### src/rtl/bid_assembler.sv
// bid_assembler
//   Feeds the 10-way argmax winner stage. Collects one round of bids from a
//   valid/ready stream into a 10-entry register array (bids), waits out the
//   argmax latency, then captures the winner index and winning bid and offers
//   them downstream on a valid/ready handshake.
//
//   Parameters: bW      bid width (must match the argmax stage)
//               RESERVE reserve price, active only with BID_RESERVE_EN
//   Ports:      clk, rst (sync, active high)
//               in_valid/in_ready/in_id/in_bid/in_last   bid beat stream
//               bids[0:9]                                array to argmax
//               win_in                                   argmax winner index
//               out_valid/out_ready/out_winner/out_bid/out_err/out_none
//   Optional:   define BID_RESERVE_EN to enable reserve-price filtering and
//               the out_none flag (otherwise out_none is tied to 0).
//
//   state   | meaning
//   COLLECT | accepting beats, building the bid array
//   SETTLE  | array frozen; argmax samples it, then win_in is valid
//   PRESENT | result held on out_* until out_ready
module bid_assembler #(
  parameter int unsigned     bW      = 17,
  parameter logic [bW-1:0]   RESERVE = '0
) (
  input  logic          clk,
  input  logic          rst,
  input  logic          in_valid,
  output logic          in_ready,
  input  logic [3:0]    in_id,
  input  logic [bW-1:0] in_bid,
  input  logic          in_last,
  output logic [bW-1:0] bids [0:9],
  input  logic [3:0]    win_in,
  output logic          out_valid,
  input  logic          out_ready,
  output logic [3:0]    out_winner,
  output logic [bW-1:0] out_bid,
  output logic          out_err,
  output logic          out_none
);

  typedef enum logic [1:0] {COLLECT, SETTLE, PRESENT} state_t;

`ifdef BID_RESERVE_EN
  localparam bit RES_EN = 1'b1;
`else
  localparam bit RES_EN = 1'b0;
`endif

  state_t        state, state_nxt;
  logic [9:0]    rcvd;
  logic          err_q;
  logic          settle_cnt;
  logic          accept;
  logic          capture;
  logic [bW-1:0] bid_eff;

  assign accept  = in_valid && in_ready;
  assign capture = (state == SETTLE) && !settle_cnt;
  // Bids under the reserve are stored as 0 but still count as received.
  assign bid_eff = (RES_EN && (in_bid < RESERVE)) ? '0 : in_bid;

  // State register
  always_ff @(posedge clk) begin
    if (rst) state <= COLLECT;
    else     state <= state_nxt;
  end

  // Next-state logic
  always_comb begin
    state_nxt = state;
    case (state)
      COLLECT: if (accept && in_last) state_nxt = SETTLE;
      SETTLE:  if (!settle_cnt)       state_nxt = PRESENT;
      PRESENT: if (out_ready)         state_nxt = COLLECT;
      default:                        state_nxt = COLLECT;
    endcase
  end

  // Outputs; in_ready is also held low while rst is asserted so no beat
  // is offered acceptance during reset.
  always_comb begin
    in_ready  = (state == COLLECT) && !rst;
    out_valid = (state == PRESENT);
  end

  // Bid array, received mask, error flag and result capture
  always_ff @(posedge clk) begin
    if (rst) begin
      for (int i = 0; i < 10; i++) bids[i] <= '0;
      rcvd       <= '0;
      err_q      <= 1'b0;
      settle_cnt <= 1'b0;
      out_winner <= '0;
      out_bid    <= '0;
      out_err    <= 1'b0;
    end else begin
      case (state)
        COLLECT: begin
          if (accept) begin
            if (in_id > 4'd9) err_q <= 1'b1;
            for (int i = 0; i < 10; i++) begin
              if (in_id == 4'(i)) begin
                if (bid_eff > bids[i]) bids[i] <= bid_eff;
                if (rcvd[i]) err_q <= 1'b1;
                rcvd[i] <= 1'b1;
              end
            end
            if (in_last) settle_cnt <= 1'b1;
          end
        end
        SETTLE: begin
          if (settle_cnt) begin
            settle_cnt <= 1'b0;
          end else begin
            out_winner <= win_in;
            out_err    <= err_q;
            // An out-of-range win_in selects nothing and yields 0.
            out_bid    <= '0;
            for (int i = 0; i < 10; i++)
              if (win_in == 4'(i)) out_bid <= bids[i];
          end
        end
        PRESENT: begin
          if (out_ready) begin
            for (int i = 0; i < 10; i++) bids[i] <= '0;
            rcvd  <= '0;
            err_q <= 1'b0;
          end
        end
        default: ;
      endcase
    end
  end

`ifdef BID_RESERVE_EN
  logic all_zero;

  always_comb begin
    all_zero = 1'b1;
    for (int i = 0; i < 10; i++)
      if (bids[i] != '0) all_zero = 1'b0;
  end

  always_ff @(posedge clk) begin
    if (rst)          out_none <= 1'b0;
    else if (capture) out_none <= all_zero;
  end
`else
  assign out_none = 1'b0;
`endif

endmodule

### config.mk
export PLATFORM = sky130hd
export DESIGN_NAME = bid_assembler
export DESIGN_NICKNAME = d
export VERILOG_FILES = /design/src/rtl/bid_assembler.sv
export SDC_FILE = /design/constraint.sdc
export NUM_CORES = 1
export LEC_CHECK = 0
export CORE_MARGIN = 5
export CORE_UTILIZATION = 50
export DETAILED_ROUTE_END_ITERATION = 12
export HOLD_SLACK_MARGIN = 0.02
export PLACE_DENSITY = 0.87
export SKIP_LAST_GASP = 1
export SLEW_MARGIN = 10
export SYNTH_ARGS = -nofsm -noshare
export SYNTH_HDL_FRONTEND = slang
export SYNTH_SLANG_ARGS = --single-unit
### constraint.sdc
create_clock -name clk -period 2.9 [get_ports clk]
set_input_delay 0.58 -clock clk [delete_from_list [all_inputs] [get_ports clk]]
set_output_delay 0.58 -clock clk [all_outputs]
set_load 0.01 [all_outputs]
==> results of run 1 <==
[sequential cells by signal (all words and copies together), names as in the netlist]
register / cells
rcvd: 10
err_q: 1
out_bid: 17
bids: 170
settle_cnt: 1
out_err: 1
state: 2
out_winner: 4
[layout make-up]
| class | count | share of cell area |
|---|---|---|
| well taps | 335 | 0.0241 |
| clock buffers | 31 | 0.0376 |
| inverters | 172 | 0.0371 |
| flip-flops and latches | 206 | 0.237 |
| repair buffers | 354 | 0.192 |
| multi-input cells | 1109 | 0.467 |
| clock inverters | 9 | 0.00560 |
[timing repair]
action	CTS	global route
buffers inserted	2	2
gates cloned	0	0
endpoints found under the setup margin	7	38
resized for setup	1	9
pin swaps	1	1
[critical path, stage by stage]
cell and delay, ns:
clkdlybuf4s50_1 0.44, buf_4 0.21, ha_1 0.30, and4_4 0.24, nand4_1 0.17, a221o_1 0.33
a41o_1 0.27, a31oi_2 0.20, buf_4 0.27, mux2i_1 0.25
[per-layer routing]
| metal | vias up | global-route usage | part of all wire | wire length [µm] |
|---|---|---|---|---|
| li1 | 6062 | - | - | - |
| met1 | 6261 | 0.403 | 0.40 | 19500 |
| met2 | 834 | 0.499 | 0.45 | 22100 |
| met3 | 173 | 0.0561 | 0.096 | 4730 |
| met4 | 0 | 0.164 | 0.058 | 2860 |
| met5 | - | 0 | 0 | 0 |
[Yosys cell counts, types with 11 or more instances]
library cell	instances
buf_2	16
buf_4	12
nand2_1	271
clkbuf_1	29
a21oi_1	80
a22oi_1	24
o21a_1	12
nor3_1	19
nand3_1	22
nor2_1	83
mux2i_1	202
inv_1	171
nand4_1	22
a211oi_1	11
o221ai_1	13
dfxtp_1	206
o21ai_0	39
ha_1	170
nor2b_1	13
[cells by family (layout without fill, tap and decap cells)]
family                   after synthesis  count (layout)  synth area share
AO/OA/AOI/OAI                        257             257             0.131
adder cells (fa/ha/maj)              170             170             0.160
buffers and inverters                246             566            0.0840
flip-flops                           206             206             0.310
multiplexers                         204             204             0.155
other                                  1               1          0.000282
AND/OR/NAND/NOR                      477             477             0.159
[path summary, 6_finish.rpt]
kind,startpoint,endpoint,slack (ns),cells past startpoint
setup / recovery,in_bid[12],bids[127],0.05,10
hold / removal,out_bid[13],out_bid[13],0.46,2
setup reg to reg,bids[131],bids[127],0.31,9
hold reg to reg,out_bid[13],out_bid[13],0.46,2
[per-stage QoR]
stage	std cells	area, µm²	hold slack, ns	utilization	setup TNS (ns)
CTS	2214	17400	0.456	0.664	0
detailed placement	2172	16600	0.447	0.634	-55.36
floorplan	1561	13300	0.435	-	0
finish	2216	17400	0.456	0.667	0
global placement	2172	16600	0.441	0.634	-47.73
global route	2216	17400	0.474	0.667	-0.0123
[cell usage in the layout (no fill, tap or decap), types with 8 or more instances in the layout]
cell type,netlist,final
buf_12,2,10
ha_1,170,170
inv_1,171,170
nand4_1,22,22
clkbuf_16,0,23
nand3_1,22,22
a22oi_1,24,24
nand2_1,271,271
buf_4,12,120
mux2i_1,202,202
o21ai_0,39,38
nand2b_1,8,8
and3_1,8,8
a21oi_1,80,79
clkdlybuf4s50_1,0,221
nor2_1,83,83
o21a_1,12,12
nor3_1,19,18
o221ai_1,13,13
dfxtp_1,206,206
nor2b_1,13,13
a211oi_1,11,9
[power by group]
| part | internal [mW] | leakage (nW) | switching [mW] | total, mW |
|---|---|---|---|---|
| Clock | 1.75 | 0.375 | 1.23 | 2.98 |
| Combinational | 0.518 | 5.06 | 0.712 | 1.23 |
| Sequential | 2.89 | 1.66 | 0.0682 | 2.96 |
==> results.toml, run 1 <==
[outcome]
status = "complete, no violations"

[clocking]
htree_num_levels = 1
cts.hold.buffers_added = 0
clk_pin_slew_worst_paths_ns = 0.06
clock-sinks = 206
cts_tree = "built"
root_buffer = "clkbuf_16"
clkLatencyLatePin_ns = 0.52
cts_made_buffers = 23
clk_path_buf_depth = 3

[sta]
hold_viol_final = 0
max_freq_ghz = 0.351
period_share = 0.981
skew_ns = 0.00828
min_period_ns = 2.85
worst_slew_pin_slew_ns = 1.08
maxSlewViolCount = 0
rsz0062_at_grt = "yes"
setup_viol = 0
slew_headroom = 0.277
post-route-worst-setup-slack_ns = 0.0543

[cells_and_area]
antenna_cells = 0
seq_area_um2 = 4120
multi_input_area_um2 = 8140
synthToLayoutAreaGrowth_pct = 31.0
drive_gt1_frac = 0.105
fill_cells = 2072
nNetsFinal = 2066

[synth]
syn-num-nets = 1761
synth.avg_cell_area_um2 = 8.52
syn_inst = 1561
synth_top_cell_area_share = 0.310
yosys_warnings = 0
yosysTopAreaCell = "dfxtp_1"
synth_area_um2 = 13300
synth-async-reset-ratio = 0
synth_seq_area_share = 0.310
ys.flop_type = "dfxtp_1"
synth-edff-count = 0
ys_seq_elements = 206
synthTopCellsByArea = "dfxtp_1 31%, ha_1 16%, mux2i_1 15%"
synth.distinct_cells = 74

[grt]
grt_util_all_layers = 0.312
grt-ovfl-total = 0
grt_pass1_wl_um = 75100
grt_start_max_net_pins = 79
grt_antenna_before_repair = 0
grt_pass1_vias = 13100

[worst_hold_path]
hp-class = "reg2reg"

[power]
powerDensity_nw_per_um2 = 412
power_mw = 7.17
vdd_ir_drop_max_v = 0.000357
p_leak_nw = 7.09

[place]
place_congestion = 1.07
dp_hpwl_um = 38100
post-place-ws_ns = -0.529
portBuffers = 223

[floorplanning]
io_pins = 225
die_h_um = 173
die_x_um = 173
start_util = 0.509
dieArea_um2 = 30000
num_rows = 59
core_area_um2 = 26100

[drt]
routed_wl_um = 49200
first_iter_violations = 1552
num_vias = 13300
drt-vias-per-instance = 6.02
final_antenna_net_count = 0
drtPass1Iterations = 6
avgRoutedWirePerCell_um = 22.2
drc = 0

[critical_path]
crit_arrival_ns = 3.28
critPathMaxFanout = 11
worstSetupEndpointType = "flip-flop"
criticalPathCategory = "in2reg"
cp.required_ns = 3.33
crit_path_start_kind = "input pin"

[flow_run]
max_cap_viol_count = 0
Power figures use the tool's default switching activity.
==> run 2, diff against run 1 <==
Settings changed: DONT_BUFFER_PORTS set to 1, PLACE_DENSITY 0.87 to 0.76.
==> results.toml, run 2 (same netlist as run 1, synthesis figures left out) <==
[grt]
grt-ovfl-total = 0
grt_util_all_layers = 0.291
grt_start_max_net_pins = 62
grt_pass1_wl_um = 69400
grt_antenna_before_repair = 0
grt_pass1_vias = 11300

[drt]
top_layer_used = "met4"
routed_wl_um = 45800
met2_length_um = 20600
avgRoutedWirePerCell_um = 24.0
wl_met1_um = 17700
drtPass1Iterations = 6
drc = 0
num_vias = 11800
final_antenna_net_count = 0
drt-vias-per-instance = 6.20
first_iter_violations = 1119
wl_met3_um = 5340

[place]
dp_hpwl_um = 35100
placed_cells = 1865
place_congestion = 0.968
portBuffers = 0
post-place-ws_ns = 0.199

[cells_and_area]
largest_reg_flops = 170
final_common_cell = "nand2_1"
antenna_cells = 0
synthToLayoutAreaGrowth_pct = 9.64
drive_gt1_frac = 0.0700
largest-register = "bids"
finish.utilization = 0.558
final_cells = 1907
nNetsFinal = 1756
layout_common_cells = "271 x nand2_1, 206 x dfxtp_1, 202 x mux2i_1"
top_regs = "bids: 170 flops, out_bid: 17 flops, rcvd: 10 flops"

[floorplanning]
dieArea_um2 = 30000
io_pins = 225
die_x_um = 173
start_util = 0.509
core_area_um2 = 26100
die_h_um = 173
num_rows = 59

[power]
powerDensity_nw_per_um2 = 497
p_leak_nw = 5.90
vdd_ir_drop_max_v = 0.000317

[clocking]
cts.hold.buffers_added = 0
cts_tree = "built"
clock-sinks = 206
root_buffer = "clkbuf_16"
clk_path_buf_depth = 3
clkLatencyLatePin_ns = 0.53
cts_made_buffers = 24
clk_pin_slew_worst_paths_ns = 0.06
htree_num_levels = 1

[critical_path]
path_buf_inv = 2
critPathSlowestCell = "dfxtp_1"
worstSetupEndpointType = "flip-flop"
critPathMaxStageDelay_ns = 0.49
cp_common_cell = "o21ai_0"
crit_arrival_ns = 3.17
criticalPathCategory = "reg2reg"
crit_path_start_kind = "flip-flop"
cp_top_family = "compound AO/OA/AOI/OAI gates"
cp.required_ns = 3.34
critPathMaxFanout = 13
crit_chain = "inv_1 -> ha_1 -> a21oi_1 -> o21ai_0 -> a2111oi_1 -> o21ai_0 -> o211ai_1 -> buf_6 -> mux2i_1"

[sta]
worst_slew_pin_slew_ns = 0.832
skew_ns = 0.0147
final.setup.tns_ns = 0
rsz0062_at_grt = "no"
slew_headroom = 0.444
min_period_ns = 2.72
maxSlewViolCount = 0
post-route-worst-setup-slack_ns = 0.179
hold_viol_final = 0
setup_viol = 0
max_freq_ghz = 0.367
period_share = 0.938

[outcome]
status = "complete, no violations"

[flow_run]
max_cap_viol_count = 0

[worst_hold_path]
hp-class = "in2reg"
==> run 2: cell count changes in the layout (fill, tap and decap cells not counted), sizes merged <==
cell	change
buf	-89
bufinv	+3
clkbuf	-2
clkdlybuf4s50	-221
clkinv	-1
clkinvlp	+2
dlymetal6s2s	-1
==> run 2: final timing paths <==
check / from / endpoint / slack, ns / cells after the start
setup / recovery: bids[101] / bids[88] / 0.18 / 9
hold / removal: rst / out_winner[0] / 0.12 / 1
setup reg to reg: bids[101] / bids[88] / 0.18 / 9
hold reg to reg: rcvd[0] / rcvd[0] / 0.47 / 1
==> run 2: metrics by stage <==
| stage | hold WS (ns) | power [mW] | cell area, µm² |
|---|---|---|---|
| after CTS | 0.108 | 7.23 | 14600 |
| after global routing | 0.105 | 7.47 | 14600 |
| after floorplan | 0.435 | 3.64 | 13300 |
| after detailed placement | 0.452 | 3.87 | 13700 |
| final | 0.119 | 7.25 | 14600 |
| after global placement | 0.446 | 3.84 | 13700 |
==> run 2: final cells by class <==
type | instances | area, µm²
fill | 2356 | 11600
multi-input combinational | 1109 | 8110
sequential | 206 | 4120
clock buffer | 29 | 681
inverter | 172 | 647
tap | 335 | 419
timing repair buffer | 43 | 389
clock inverter | 13 | 209
==> run 2: repair_timing <==
action                     CTS  global route
gates resized for setup      0             2
setup endpoints to repair    0            13
buffers inserted             0             0
==> run 2: report_power, final <==
| part | internal, mW | switching (mW) |
|---|---|---|
| Sequential | 2.89 | 0.105 |
| Clock | 2.12 | 1.30 |
| Combinational | 0.326 | 0.508 |
==> run 2: layer usage <==
layer,up-vias,GRT usage
met1,5600,0.360
met4,0,0.128
li1,5449,-
met3,120,0.0967
met5,-,0
met2,653,0.463
==> run 3, diff against run 2 <==
Settings changed: CORE_MARGIN 5 to unset.
==> results.toml, run 3 (same netlist as run 1, synthesis figures left out) <==
[clocking]
clock-sinks = 206
clk_pin_slew_worst_paths_ns = 0.06
cts_made_buffers = 25
htree_num_levels = 1
cts_setup_buffers = 0
clk_path_buf_depth = 3
cts.hold.buffers_added = 0
cts_resized = 0
clkLatencyLatePin_ns = 0.54
cts_tree = "built"
root_buffer = "clkbuf_16"

[sta]
whs_ns = 0.115
setup_viol = 0
skew_ns = 0.0109
hold_viol_final = 0
period_share = 0.942
min_period_ns = 2.73
maxSlewViolCount = 0
slew_headroom = 0.446
worst_slew_pin_slew_ns = 0.829
max_freq_ghz = 0.366

[drt]
first_iter_violations = 1281
drt-vias-per-instance = 6.13
drc = 0
met2_length_um = 20400
final_antenna_net_count = 0
top_layer_used = "met4"
avgRoutedWirePerCell_um = 23.8
routed_wl_um = 45400
wl_met1_um = 17900
wl_met3_um = 5250
drtPass1Iterations = 7
num_vias = 11700

[place]
portBuffers = 0
place_congestion = 0.985
post_dp_cell_area_um2 = 13600
placed_cells = 1860
dp_hpwl_um = 34300

[grt]
grt_antenna_before_repair = 0
grt_pass1_wl_um = 67800
grt_pass1_vias = 11200
grt-ovfl-total = 0
grt_util_all_layers = 0.330
grt_start_max_net_pins = 94

[outcome]
status = "complete, no violations"

[power]
vdd_ir_drop_max_v = 0.000498
switchingPower_mw = 1.94
power.internal_mw = 5.15
p_seq_frac = 0.423
powerDensity_nw_per_um2 = 490
clockPowerShare = 0.460
p_comb_frac = 0.117
swShare = 0.274
p_leak_nw = 5.85

[critical_path]
critPathMaxFanout = 11
crit_arrival_ns = 3.18
criticalPathCategory = "reg2reg"
worstSetupEndpointType = "flip-flop"
crit_path_start_kind = "flip-flop"
cp.required_ns = 3.35

[floorplanning]
io_pins = 225
dieArea_um2 = 27300
die_x_um = 165
core_area_um2 = 26100
start_util = 0.510
die_h_um = 165
num_rows = 59

[cells_and_area]
nNetsFinal = 1752
fill_cells = 2342
antenna_cells = 0
largest-register = "bids"
final_common_cell = "nand2_1"
synthToLayoutAreaGrowth_pct = 8.87
drive_gt1_frac = 0.0675
layout_common_cells = "271 x nand2_1, 206 x dfxtp_1, 202 x mux2i_1"
design_area_um2 = 14500
top_regs = "bids: 170 flops, out_bid: 17 flops, rcvd: 10 flops"
largest_reg_flops = 170
final_cells = 1906

[flow_run]
max_cap_viol_count = 0

[worst_hold_path]
hp-class = "in2reg"
-- run 3: cell types whose count changed in the layout (fill, tap and decap cells not counted) --
cell	delta
buf_12	-2
buf_4	-3
bufinv_16	-2
clkbuf_1	+3
clkbuf_8	-1
clkinv_2	+3
clkinv_4	-1
clkinvlp_4	+1
inv_6	+1
-- run 3: path summary, 6_finish.rpt --
path | start | endpoint | slack, ns | cells past startpoint
min | rst | out_bid[13] | 0.11 | 1
max | bids[67] | bids[52] | 0.17 | 9
min reg2reg | rcvd[4] | rcvd[4] | 0.47 | 1
max reg2reg | bids[67] | bids[52] | 0.17 | 9
-- run 3: power groups by stage --
stage               clock [mW]  combinational (mW)  sequential [mW]
detailed placement           0               0.809             3.06
global placement             0               0.779             3.06
CTS                       3.27               0.814             2.99
finish                    3.26               0.832             3.00
global route              3.40               0.920             3.00
floorplan                    0               0.620             3.02
-- run 3: layout make-up --
| class | count | area, µm² | area share |
|---|---|---|---|
| multi-input cells | 1109 | 8110 | 0.560 |
| flip-flops and latches | 206 | 4120 | 0.285 |
| clock buffers | 31 | 678 | 0.0468 |
| inverters | 172 | 647 | 0.0447 |
| well taps | 335 | 419 | 0.0290 |
| repair buffers | 38 | 327 | 0.0226 |
| clock inverters | 15 | 171 | 0.0118 |
-- run 3: critical path: stages (launching register included) --
cell and delay, ns:
dfxtp_1 0.48, inv_1 0.08, ha_1 0.29, a21oi_1 0.15, o21ai_0 0.18, a2111oi_1 0.45
o21ai_0 0.19, o211ai_1 0.34, buf_6 0.25, mux2i_1 0.21
-- run 3: metrics by stage --
stage          TNS (ns)  total power, mW  setup slack [ns]  utilization
2_1_floorplan         0             3.64             0.534            -
3_3_place_gp          0             3.83             0.234        0.523
3_5_place_dp          0             3.87             0.152        0.523
4_1_cts               0             7.08             0.162        0.555
5_1_grt        -0.00638             7.32          -0.00638        0.556
6_report              0             7.09             0.169        0.556
-- run 3: per-layer routing --
metal,vias to the layer above,global-route usage
met5,-,0
met3,116,0.102
li1,5440,-
met4,0,0.145
met1,5531,0.406
met2,594,0.527
